## src/rtl/ram_port_arbiter.sv

```systemverilog
// Round-robin arbiter sharing one dual_port_ram port between two masters,
// with optional locked bursts capped at MAX_BURST beats per tenure.
module ram_port_arbiter #(
    parameter int ADDR_WIDTH = 12,
    parameter int DATA_WIDTH = 64,
    parameter int MAX_BURST  = 16
) (
    input  logic                  clk,
    input  logic                  rstn,

    input  logic                  m0_valid,
    input  logic                  m0_we,
    input  logic [ADDR_WIDTH-1:0] m0_addr,
    input  logic [DATA_WIDTH-1:0] m0_wdata,
    input  logic                  m0_lock,
    output logic                  m0_ready,
    output logic                  m0_rvalid,
    output logic [DATA_WIDTH-1:0] m0_rdata,

    input  logic                  m1_valid,
    input  logic                  m1_we,
    input  logic [ADDR_WIDTH-1:0] m1_addr,
    input  logic [DATA_WIDTH-1:0] m1_wdata,
    input  logic                  m1_lock,
    output logic                  m1_ready,
    output logic                  m1_rvalid,
    output logic [DATA_WIDTH-1:0] m1_rdata,

    output logic                  ram_we,
    output logic [ADDR_WIDTH-1:0] ram_addr,
    output logic [DATA_WIDTH-1:0] ram_din,
    input  logic [DATA_WIDTH-1:0] ram_dout,

    output logic [1:0]            owner
);

    localparam int               CNT_W   = $clog2(MAX_BURST + 1);
    localparam logic [CNT_W-1:0] CNT_MAX = CNT_W'(MAX_BURST);

    // Encodings double as the owner status value.
    typedef enum logic [1:0] {
        IDLE = 2'b00,
        OWN0 = 2'b01,
        OWN1 = 2'b10
    } state_t;

    state_t           state;
    logic             last;
    logic [CNT_W-1:0] cnt;

    logic             grant0;
    logic             grant1;
    logic             beat;
    logic             sel;
    logic             sel_lock;
    logic [CNT_W-1:0] cnt_inc;

    always_comb begin
        grant0 = 1'b0;
        grant1 = 1'b0;
        case (state)
            IDLE: begin
                // On a tie the master that was not served last wins.
                grant0 = m0_valid & (~m1_valid | last);
                grant1 = m1_valid & (~m0_valid | ~last);
            end
            OWN0:    grant0 = m0_valid;
            OWN1:    grant1 = m1_valid;
            default: ;
        endcase
    end

    assign beat     = grant0 | grant1;
    assign sel      = grant1;
    assign sel_lock = sel ? m1_lock : m0_lock;
    assign cnt_inc  = cnt + CNT_W'(1);

    assign m0_ready = grant0;
    assign m1_ready = grant1;

    // With no beat the port performs a harmless read of address 0.
    assign ram_we   = beat & (sel ? m1_we : m0_we);
    assign ram_addr = !beat ? '0 : (sel ? m1_addr  : m0_addr);
    assign ram_din  = !beat ? '0 : (sel ? m1_wdata : m0_wdata);

    assign m0_rdata = ram_dout;
    assign m1_rdata = ram_dout;
    assign owner    = state;

    always_ff @(posedge clk or negedge rstn) begin
        if (!rstn) begin
            state     <= IDLE;
            cnt       <= '0;
            last      <= 1'b1;
            m0_rvalid <= 1'b0;
            m1_rvalid <= 1'b0;
        end else begin
            m0_rvalid <= grant0 & ~m0_we;
            m1_rvalid <= grant1 & ~m1_we;
            if (beat) begin
                last <= sel;
                if (sel_lock && (cnt_inc < CNT_MAX)) begin
                    state <= sel ? OWN1 : OWN0;
                    cnt   <= cnt_inc;
                end else begin
                    state <= IDLE;
                    cnt   <= '0;
                end
            end else if ((state == OWN0 && !m0_lock) || (state == OWN1 && !m1_lock)) begin
                // Owner went quiet and dropped lock: give the port back.
                state <= IDLE;
                cnt   <= '0;
                last  <= (state == OWN1);
            end
        end
    end

endmodule

```

## config.mk

```make
export PLATFORM = sky130hd
export DESIGN_NAME = ram_port_arbiter
export DESIGN_NICKNAME = d
export VERILOG_FILES = /design/src/rtl/ram_port_arbiter.sv
export SDC_FILE = /design/constraint.sdc
export NUM_CORES = 1
export LEC_CHECK = 0
export ABC_AREA = 1
export CAP_MARGIN = 10
export CORE_AREA = 2 2 171 173
export CTS_CLUSTER_DIAMETER = 30
export DETAILED_ROUTE_END_ITERATION = 7
export DIE_AREA = 0 0 173 175
export PLACE_DENSITY = 0.44
export SETUP_SLACK_MARGIN = 0.02
export SLEW_MARGIN = 0
export SYNTH_ARGS = -nofsm -noshare
export SYNTH_HDL_FRONTEND = slang
export SYNTH_SLANG_ARGS = --single-unit
```

## constraint.sdc

```tcl
create_clock -name clk -period 2.3 [get_ports clk]
set_input_delay 0.575 -clock clk [delete_from_list [all_inputs] [get_ports clk]]
set_output_delay 0.575 -clock clk [all_outputs]
set_load 0.02 [all_outputs]
```

==> metrics.yaml, run 1 <==
run_status:
  status: "complete, but fails checks"
  violations: "setup timing"
setup_path:
  setup.worst_path.start_class: "register"
  cp-end-kind: "primary output"
  critical_path.max_stage_delay_ns: 0.55
  crit_path_top_delay_cell: "dfstp_2"
  critPathBufInv: 6
  worstPathArrival_ns: 1.79
  worstPathMaxFanout: 6
  required_ns: 1.73
  path_delay_family: "buffers and inverters"
  crit_type: "reg -> out"
  path_cells: "nand3_4, nand2_8, buf_12, inv_16, buf_12, buf_16, buf_6, nand2_2, nand2_2, buf_6"
sta:
  finalSetupViolCount: 8
  drv_slew: 0
  period_needed_ns: 2.363
  timing.slew.headroom_pct: 65.72
  fin_ws_ns: -0.06347
  rsz0062_at_grt: "true"
  final_hold_viol_count: 0
  worstMarginPinSlew_ns: 0.5124
  max_clock_freq_mhz: 423.1
  finalCritPeriodShare_pct: 102.8
  fin_skew_ns: 0.002491
yosys:
  ys_seq_area_share_pct: 9.603
  yosysTopAreaCellShare_pct: 36.98
  synth_cell_types: 22
  syn-instance-count: 455
  synth_nets: 680
  yosysWarnings: 0
  syn_area_per_cell_um2: 5.756
  netlist_area_um2: 2619
  ys_top_cells_by_area: "buf_4 37%, nand2_1 24%, nand3_1 17%, dfrtp_1 8.6%, buf_2 3.2%"
  synth_largest_area_cell: "buf_4"
  synth-seq-cells: 10
cells_and_area:
  fillCellCount: 3238
  area_growth_pct: 106.4
  final_cell_count_no_fill: 974
  diodes: 0
  final_nets: 816
  drive_gt1_share_pct: 31.36
  fin_util_pct: 19.03
clocking:
  cts_root_buffer: "clkbuf_16"
  htreeDepth: 1
  clock_latency_ns: 0.24
  cts_buffers: 3
  clockBufferDepth: 2
  cts.clk_slew.worst_paths_ns: 0.04
  cts_hold_buffers: 0
  cts_tree: "done"
  numClockSinks: 10
detailed_routing:
  post_drt_via_cell_ratio: 3.423
  drt_wl_total_um: 14630
  dr.pass1.iters: 5
  routedWlPerCell_um: 15.02
  drcViolationCount: 0
  ant_nets: 0
  drt_iter0_drc: 76
  vias: 3334
placed_design:
  port_buffers: 242
  place_inst: 944
  gp_congestion: 0.7107
  dp_slack_ns: -0.8012
  dp_hpwl_um: 9841
global_route:
  first_global_vias: 3393
  grt_use_total_pct: 8.864
  grt_pass1_wl_um: 20510
  grt_max_degree: 43
  antenna_found_initial: 0
  overflow: 0
die:
  fp.dieArea_um2: 30280
  rows: 62
  core_um2: 28390
  die_w_um: 173
  num_io_pins: 435
  die_h_um: 175
  initial_utilization_pct: 9.224
pwr:
  leakagePower_nw: 2.476
  finalPower_mw: 3.574
  ir_drop_uv: 186.3
  power_per_cell_area_nw_per_um2: 661.4
worst_hold_path:
  hold_class: "reg -> reg"
flow_run:
  max_cap_violations: 0
==> per-stage QoR <==
stage               cell area [um^2]  hold WS, ns  setup TNS, ns
floorplan                       2619       0.2794              0
global placement                4613       0.4938         -55.13
detailed placement              4613       0.4968         -55.55
CTS                             5080       0.5171         -1.330
global route                    5404       0.5245         -1.719
finish                          5404       0.5138        -0.4433
==> state kept, by name, summed over array words and instances (netlist names) <==
register   flops
cnt            5
m1_rvalid      1
owner          2
last           1
m0_rvalid      1
==> cells in the mapped netlist <==
| cell | instances |
|---|---|
| nand2_1 | 168 |
| buf_4 | 129 |
| nand3_1 | 88 |
| buf_2 | 17 |
| dfrtp_1 | 9 |
| inv_1 | 8 |
| nor2_1 | 7 |
| nand4_1 | 6 |
| inv_2 | 5 |
| buf_6 | 3 |
| clkbuf_1 | 3 |
| nand3b_1 | 2 |
| a21oi_1 | 1 |
| dfstp_2 | 1 |
| ha_1 | 1 |
| nand2_2 | 1 |
| nor2_4 | 1 |
| o21ai_0 | 1 |
| o21ai_1 | 1 |
| o31ai_1 | 1 |
| xnor2_1 | 1 |
| xor2_1 | 1 |
==> cell usage in the layout (no fill, tap or decap), types with 2 or more instances in the layout <==
cell type          n
nand3_4            2
buf_12            15
nand2_1          131
nand3_1           74
inv_1              7
buf_6             66
nand3b_1           2
dfrtp_1            9
nand2_4            9
nand2_2           28
buf_4             19
nor2_1             7
buf_2             12
nand3_2           12
inv_2              5
clkbuf_16          4
nand4_1            6
buf_16             5
clkdlybuf4s50_1  161
==> power breakdown <==
group | switching (mW) | leakage (nW) | internal [mW]
clock network | 0.0930 | 0.0382 | 0.233
logic | 1.50 | 2.31 | 1.48
registers | 0.0416 | 0.131 | 0.223
==> worst reg2reg max path, cell delays in order, from the launching register on <==
cell     delay [ns]
dfrtp_1        0.41
nor2_4         0.18
nand2_8        0.09
buf_12         0.14
buf_16         0.14
buf_8          0.13
buf_4          0.13
nand2_1        0.05
nand2_1        0.13
nand3_1        0.12
nand2_1        0.06
==> final timing paths <==
path	start	endpoint	slack, ns	cells after the start
setup / recovery	last	ram_din[39]	-0.06	10
min in group asynchronous	rstn	m0_rvalid	0.67	1
setup reg to reg	owner[0]	cnt[3]	0.62	10
hold / removal	cnt[4]	cnt[4]	0.51	2
hold reg to reg	cnt[4]	cnt[4]	0.51	2
max in group asynchronous	rstn	last	1.28	1
==> repair_timing <==
action	in CTS	in global routing
setup endpoints to repair	79	73
pin swaps	9	21
cloned	9	1
gates resized for setup	406	134
buffers inserted	21	4
==> metal layers <==
layer	share of wire, %	vias up	GRT usage [%]
li1	-	1583	-
met1	37	1456	9.449
met2	47	236	14.85
met3	11	59	3.938
met4	4.8	0	4.414
met5	0	-	0.6410
==> logic make-up after synthesis <==
family          Yosys count  synth area share (%)
buf+inv                 165                 43.81
compound gates            4                0.8596
flops                    10                 9.604
xor+xnor                  2                0.6690
simple gates            273                 44.58
fa+ha+maj                 1                0.4777
==> cell type report <==
class	count	area [um^2]	area share, %
Tap cell	384	480.5	8.891
Sequential cell	10	251.5	4.654
Timing Repair Buffer	283	3060	56.63
Inverter	13	65.06	1.204
Clock buffer	4	78.83	1.459
Multi-Input combinational cell	280	1468	27.16
No activity file was read; power rests on OpenSTA's default activity.
==> run 2, diff against run 1 <==
Settings changed: CORE_AREA 2 2 171 173 to 2 2 169 171, DIE_AREA 0 0 173 175 to 0 0 171 173, PLACE_DENSITY 0.44 to 0.45.
Clock period 2.3 ns to 2.7 ns, I/O delays scaled along.
==> run 2 against run 1 <==
  * The run now ends clean
  * Cell area fell by 13%
  * Sequential share of layout area rose by 0.69 points
  * Global-route usage fell by 1.1 points
  * Critical path type is now in -> out
==> metrics.yaml, run 2 (same netlist as run 1, synthesis figures left out) <==
pwr:
  power_per_cell_area_nw_per_um2: 533.0  # -19%
  p_int_mw: 1.308  # -33%
  leakagePower_nw: 2.209  # -11%
  clkPwrFrac_pct: 11.7  # +2.6 points
  finalPower_mw: 2.509  # -30%
  p_sw_mw: 1.201  # -27%
  pwr-share-comb_pct: 79.1  # -4.4 points
  power_frac_seq_pct: 9.1  # +1.7 points
  p_sw_share_pct: 47.86  # +2.1 points
  ir_drop_uv: 179.9  # -3.5%
sta:
  max_clock_freq_mhz: 382.2
  timing.slew.headroom_pct: 65.99  # +0.26 points
  final_hold_viol_count: 0  # unchanged
  worstMarginPinSlew_ns: 0.5086  # -0.003819 ns
  drv_slew: 0  # unchanged
  fin_ws_ns: 0.08374  # +0.1472 ns
  rsz0062_at_grt: "true"
  period_needed_ns: 2.616
  fin_skew_ns: 0.0008637  # -0.001628 ns
  finalSetupViolCount: 0  # -8
  finalCritPeriodShare_pct: 96.90
  tns_ns: 0  # +0.4433 ns
setup_path:
  worstPathMaxFanout: 17  # +11
  cp-end-kind: "primary output"
  path_cells: "dlygate4sd2_1, inv_2, nor2_4, nand2_8, inv_12, buf_16, nand2_1, nand2_1, clkdlybuf4s15_2"
  cp.depth: 9  # -1
  critPathBufInv: 5  # -1
  setup.worst_path.start_class: "input pin"
  crit_path_top_delay_cell: "clkdlybuf4s15_2"
  rr_worst_depth: 7  # -3
  crit_type: "in -> out"
  critPathMostFrequentCell: "nand2_1"
  worstPathArrival_ns: 1.94  # +0.15 ns
  critical_path.max_stage_delay_ns: 0.25  # -0.30 ns
  path_delay_family: "buffers and inverters"
  required_ns: 2.03  # +0.30 ns
clocking:
  cts.clk_slew.worst_paths_ns: 0.04  # about the same
  cts_tree: "done"
  numClockSinks: 10  # unchanged
  cts_hold_buffers: 0  # unchanged
  cts_root_buffer: "clkbuf_16"
  htreeDepth: 1  # unchanged
  clock_latency_ns: 0.24  # about the same
  clockBufferDepth: 2  # unchanged
  cts_buffers: 3  # unchanged
placed_design:
  gp_congestion: 0.7217  # +1.5%
  port_buffers: 242  # unchanged
  dp_slack_ns: -0.6094  # +0.1918 ns
  dp_hpwl_um: 9416  # -4.3%
  place_area_um2: 4611  # about the same
die:
  rows: 61  # -1.6%
  num_io_pins: 435  # unchanged
  fp.dieArea_um2: 29580  # -2.3%
  die_w_um: 171  # -1.2%
  initial_utilization_pct: 9.478  # +0.25 points
  core_um2: 27630  # -2.7%
  die_h_um: 173  # -1.1%
detailed_routing:
  post_drt_via_cell_ratio: 3.357  # -1.9%
  drt_iter0_drc: 104  # +37%
  routedWlPerCell_um: 13.54  # -9.8%
  ant_nets: 0  # unchanged
  vias: 3196  # -4.1%
  drcViolationCount: 0  # unchanged
  dr.pass1.iters: 4  # -1
  drt_wl_total_um: 12890  # -12%
cells_and_area:
  largest_reg_flops: 5  # unchanged
  diodes: 0  # unchanged
  fin_util_pct: 17.04  # -2.0 points
  regMostFlops: "cnt"
  final_area_um2: 4707  # -13%
  final_cell_mix: "166 x nand2_1, 161 x clkdlybuf4s50_1, 87 x nand3_1"
  area_growth_pct: 79.74
  final_nets: 800  # -2.0%
  drive_gt1_share_pct: 18.99  # -12 points
  fillCellCount: 3226  # -0.37%
  final_common_cell: "nand2_1"
global_route:
  overflow: 0  # unchanged
  grt_use_total_pct: 7.780  # -1.1 points
  antenna_found_initial: 0  # unchanged
  first_global_vias: 3204  # -5.6%
  grt_pass1_wl_um: 17700  # -14%
  grt_max_degree: 40  # -7.0%
flow_run:
  max_cap_violations: 0  # unchanged
worst_hold_path:
  hold_class: "reg -> reg"
  hold_depth: 2  # unchanged
run_status:
  status: "completed"
==> run 2: power groups by stage <==
stage	registers (mW)	logic (mW)	clock network (mW)
after global routing	0.237	2.15	0.305
final	0.229	1.98	0.294
after global placement	0.227	1.96	0
after floorplan	0.236	1.19	0
after detailed placement	0.226	1.94	0
after CTS	0.228	2.07	0.301
==> run 2: final timing paths <==
path | slack, ns | start | endpoint
max in group asynchronous | 1.56 | rstn | last
min in group asynchronous | 0.78 | rstn | owner[1]
min reg2reg | 0.51 | cnt[4] | cnt[4]
min | 0.51 | cnt[4] | cnt[4]
max | 0.08 | m1_valid | ram_addr[11]
max reg2reg | 1.21 | last | cnt[3]
==> run 2: what timing repair did <==
item,4_1_cts,5_1_grt
buffers inserted,4,0
hold endpoints to repair,0,0
gates cloned,4,1
endpoints found under the setup margin,79,67
resized for setup,197,72
pin swaps,2,1
==> run 2: cell type report <==
cell class | count | area, um^2 | area share [%]
clock buffers | 4 | 88.84 | 1.887
well taps | 378 | 473.0 | 10.05
multi-input cells | 280 | 1251 | 26.58
repair buffers | 267 | 2581 | 54.84
inverters | 13 | 61.31 | 1.302
flip-flops and latches | 10 | 251.5 | 5.343
==> run 2: metrics by stage <==
stage	hold slack [ns]	instances
floorplan	0.3794	455
global placement	0.4931	939
detailed placement	0.5082	939
CTS	0.5188	951
global route	0.5598	952
finish	0.5137	952
==> run 2: metal layers <==
layer	share of wire, %	wire, um	up-vias	GRT usage (%)
met2	50	6399	212	14.52
met1	34	4446	1373	7.543
met5	0	0	-	0
met3	11	1443	61	2.518
met4	4.7	602	0	3.990
li1	-	-	1550	-
==> run 2: tightest hold or removal path, cell delays in order (launching register included) <==
cell and delay, ns:
dfrtp_1 0.38, inv_1 0.06, nor2_1 0.04
==> run 3, diff against run 2 <==
Settings changed: TNS_END_PERCENT from default to 10.
==> run 3 against run 2 <==
  * Fmax decreased by 0.86%
  * Clock skew about the same
  * Non-clock buffer count decreased by 1
  * Hold slack about the same
  * Clock-buffer cell count unchanged
  * Global-route usage did not move
  * Cell count is 0.11% lower
  * Die area unchanged
  * Sequential share of layout area rose by 0.10 points
  * Critical endpoint is now ram_din[44]
  * Highest routed layer unchanged
==> metrics.yaml, run 3 (same netlist as run 1, synthesis figures left out) <==
sta:
  drv_slew: 0  # unchanged
  worstMarginPinSlew_ns: 0.5029  # -0.005669 ns
  final_hold_viol_count: 0  # unchanged
  finalSetupViolCount: 0  # unchanged
  fin_ws_ns: 0.06095  # -0.02278 ns
  holdWs_ns: 0.5133  # -0.0004250 ns
  rsz0062_at_grt: "true"
  finalCritPeriodShare_pct: 97.74  # +0.84 points
  period_needed_ns: 2.639  # +0.02278 ns
  max_clock_freq_mhz: 378.9  # -0.86%
  fin_skew_ns: 0.001034  # +0.0001705 ns
  timing.slew.headroom_pct: 66.37  # +0.38 points
setup_path:
  critPathMostFrequentCell: "nand2_1"
  r2r-start: "last"
  required_ns: 2.03  # about the same
  worstPathMaxFanout: 34  # +17
  setup.worst_path.start_class: "input pin"
  r2r_end: "cnt[1]"
  path_delay_family: "buffers and inverters"
  crit_type: "in -> out"
  path_cells: "dlygate4sd2_1, inv_2, nor2_4, nand2_8, inv_12, buf_16, nand2_1, nand2_1, clkdlybuf4s15_2"
  cp-end-kind: "primary output"
  critical_path.max_stage_delay_ns: 0.26  # about the same
  crit_path_top_delay_cell: "clkdlybuf4s15_2"
  worstPathArrival_ns: 1.96  # +0.02 ns
  r2r_slack_ns: 1.16  # -0.05 ns
  critPathBufInv: 5  # unchanged
  rr_worst_depth: 7  # unchanged
placed_design:
  gp_congestion: 0.7217  # unchanged
  port_buffers: 242  # unchanged
  place_area_um2: 4611  # unchanged
  dp_slack_ns: -0.6094  # unchanged
  dp_hpwl_um: 9416  # unchanged
worst_hold_path:
  hold_start: "cnt[4]"
  hold_class: "reg -> reg"
  hold_end: "cnt[4]"
  hold_depth: 2  # unchanged
cells_and_area:
  fillCellCount: 3239  # +0.40%
  area_growth_pct: 76.40
  final_area_um2: 4619  # -1.9%
  diodes: 0  # unchanged
  drive_gt1_share_pct: 18.50  # -0.49 points
  regMostFlops: "cnt"
  final_cell_mix: "166 x nand2_1, 161 x clkdlybuf4s50_1, 87 x nand3_1"
  final_nets: 799  # -0.13%
  final_common_cell: "nand2_1"
  largest_reg_flops: 5  # unchanged
  fin_util_pct: 16.72  # -0.32 points
die:
  core_um2: 27630  # unchanged
  num_io_pins: 435  # unchanged
  fp.dieArea_um2: 29580  # unchanged
  die_w_um: 171  # unchanged
  die_h_um: 173  # unchanged
  initial_utilization_pct: 9.478  # unchanged
  rows: 61  # unchanged
global_route:
  first_global_vias: 3204  # unchanged
  overflow: 0  # unchanged
  grt_use_total_pct: 7.780  # unchanged
  grt_pass1_wl_um: 17700  # unchanged
  antenna_found_initial: 0  # unchanged
  grt_max_degree: 40  # unchanged
detailed_routing:
  drcViolationCount: 0  # unchanged
  vias: 3173  # -0.72%
  drt_iter0_drc: 96  # -7.7%
  ant_nets: 0  # unchanged
  post_drt_via_cell_ratio: 3.336  # -0.62%
  dr.pass1.iters: 4  # unchanged
  drt_wl_total_um: 12600  # -2.3%
  routedWlPerCell_um: 13.25  # -2.2%
flow_run:
  max_cap_violations: 0  # unchanged
clocking:
  cts_hold_buffers: 0  # unchanged
  htreeDepth: 1  # unchanged
  clockBufferDepth: 2  # unchanged
  cts_root_buffer: "clkbuf_16"
  numClockSinks: 10  # unchanged
  cts_buffers: 3  # unchanged
  cts.clk_slew.worst_paths_ns: 0.04  # about the same
  cts_tree: "done"
  clock_latency_ns: 0.24  # about the same
pwr:
  p_sw_mw: 1.179  # -1.8%
  p_int_mw: 1.266  # -3.2%
  clkPwrFrac_pct: 12.0  # +0.3 points
  power_per_cell_area_nw_per_um2: 529.4  # -0.67%
  ir_drop_uv: 179.8  # about the same
  p_sw_share_pct: 48.22  # +0.36 points
  pwr-share-comb_pct: 78.7  # -0.4 points
  power_frac_seq_pct: 9.3  # +0.2 points
  leakagePower_nw: 2.207  # about the same
run_status:
  status: "completed"
-- run 3: worst min-delay path: stages, from the launching register on --
cell	delay [ns]
dfrtp_1	0.38
inv_1	0.06
nor2_1	0.04
-- run 3: timing repair --
action / 4_1_cts / 5_1_grt
gates resized for setup: 197 / 69
pin swaps: 2 / 1
cloned: 4 / 0
hold endpoints to repair: 0 / 0
buffers inserted: 4 / 0
setup endpoints to repair: 79 / 67
-- run 3: power groups by stage --
stage	combinational, mW	clock, mW	sequential (mW)
floorplan	1.19	0	0.236
global placement	1.96	0	0.227
detailed placement	1.94	0	0.226
CTS	2.07	0.301	0.228
global route	2.09	0.305	0.234
finish	1.92	0.294	0.228
-- run 3: worst max-delay path by stage --
| stage | from | end | depth (start not counted) |
|---|---|---|---|
| global route | m1_valid | ram_din[44] | 9 |
| finish | m1_valid | ram_din[44] | 9 |
| CTS | m1_valid | ram_din[4] | 10 |
| detailed placement | m1_valid | ram_din[22] | 9 |
| global placement | m1_valid | ram_din[22] | 9 |
| floorplan | m1_valid | ram_din[54] | 7 |
-- run 3: metal layers --
layer  part of all wire, %  global-route usage [%]
met2                    50                   14.52
met5                     0                       0
met4                   4.8                   3.990
met1                    34                   7.543
met3                    11                   2.518
-- run 3: area by class of cell --
type | instances | area (um^2) | share of cell area [%]
multi-input combinational | 280 | 1244 | 26.92
timing repair buffer | 266 | 2501 | 54.14
sequential | 10 | 251.5 | 5.444
inverter | 13 | 61.31 | 1.327
clock buffer | 4 | 88.84 | 1.923
tap | 378 | 473.0 | 10.24
-- run 3: metrics by stage --
step / TNS [ns] / std cells / power (mW)
2_1_floorplan: 0 / 455 / 1.423
3_3_place_gp: -39.87 / 939 / 2.184
3_5_place_dp: -39.87 / 939 / 2.171
4_1_cts: 0 / 951 / 2.598
5_1_grt: -0.06900 / 951 / 2.630
6_report: 0 / 951 / 2.446
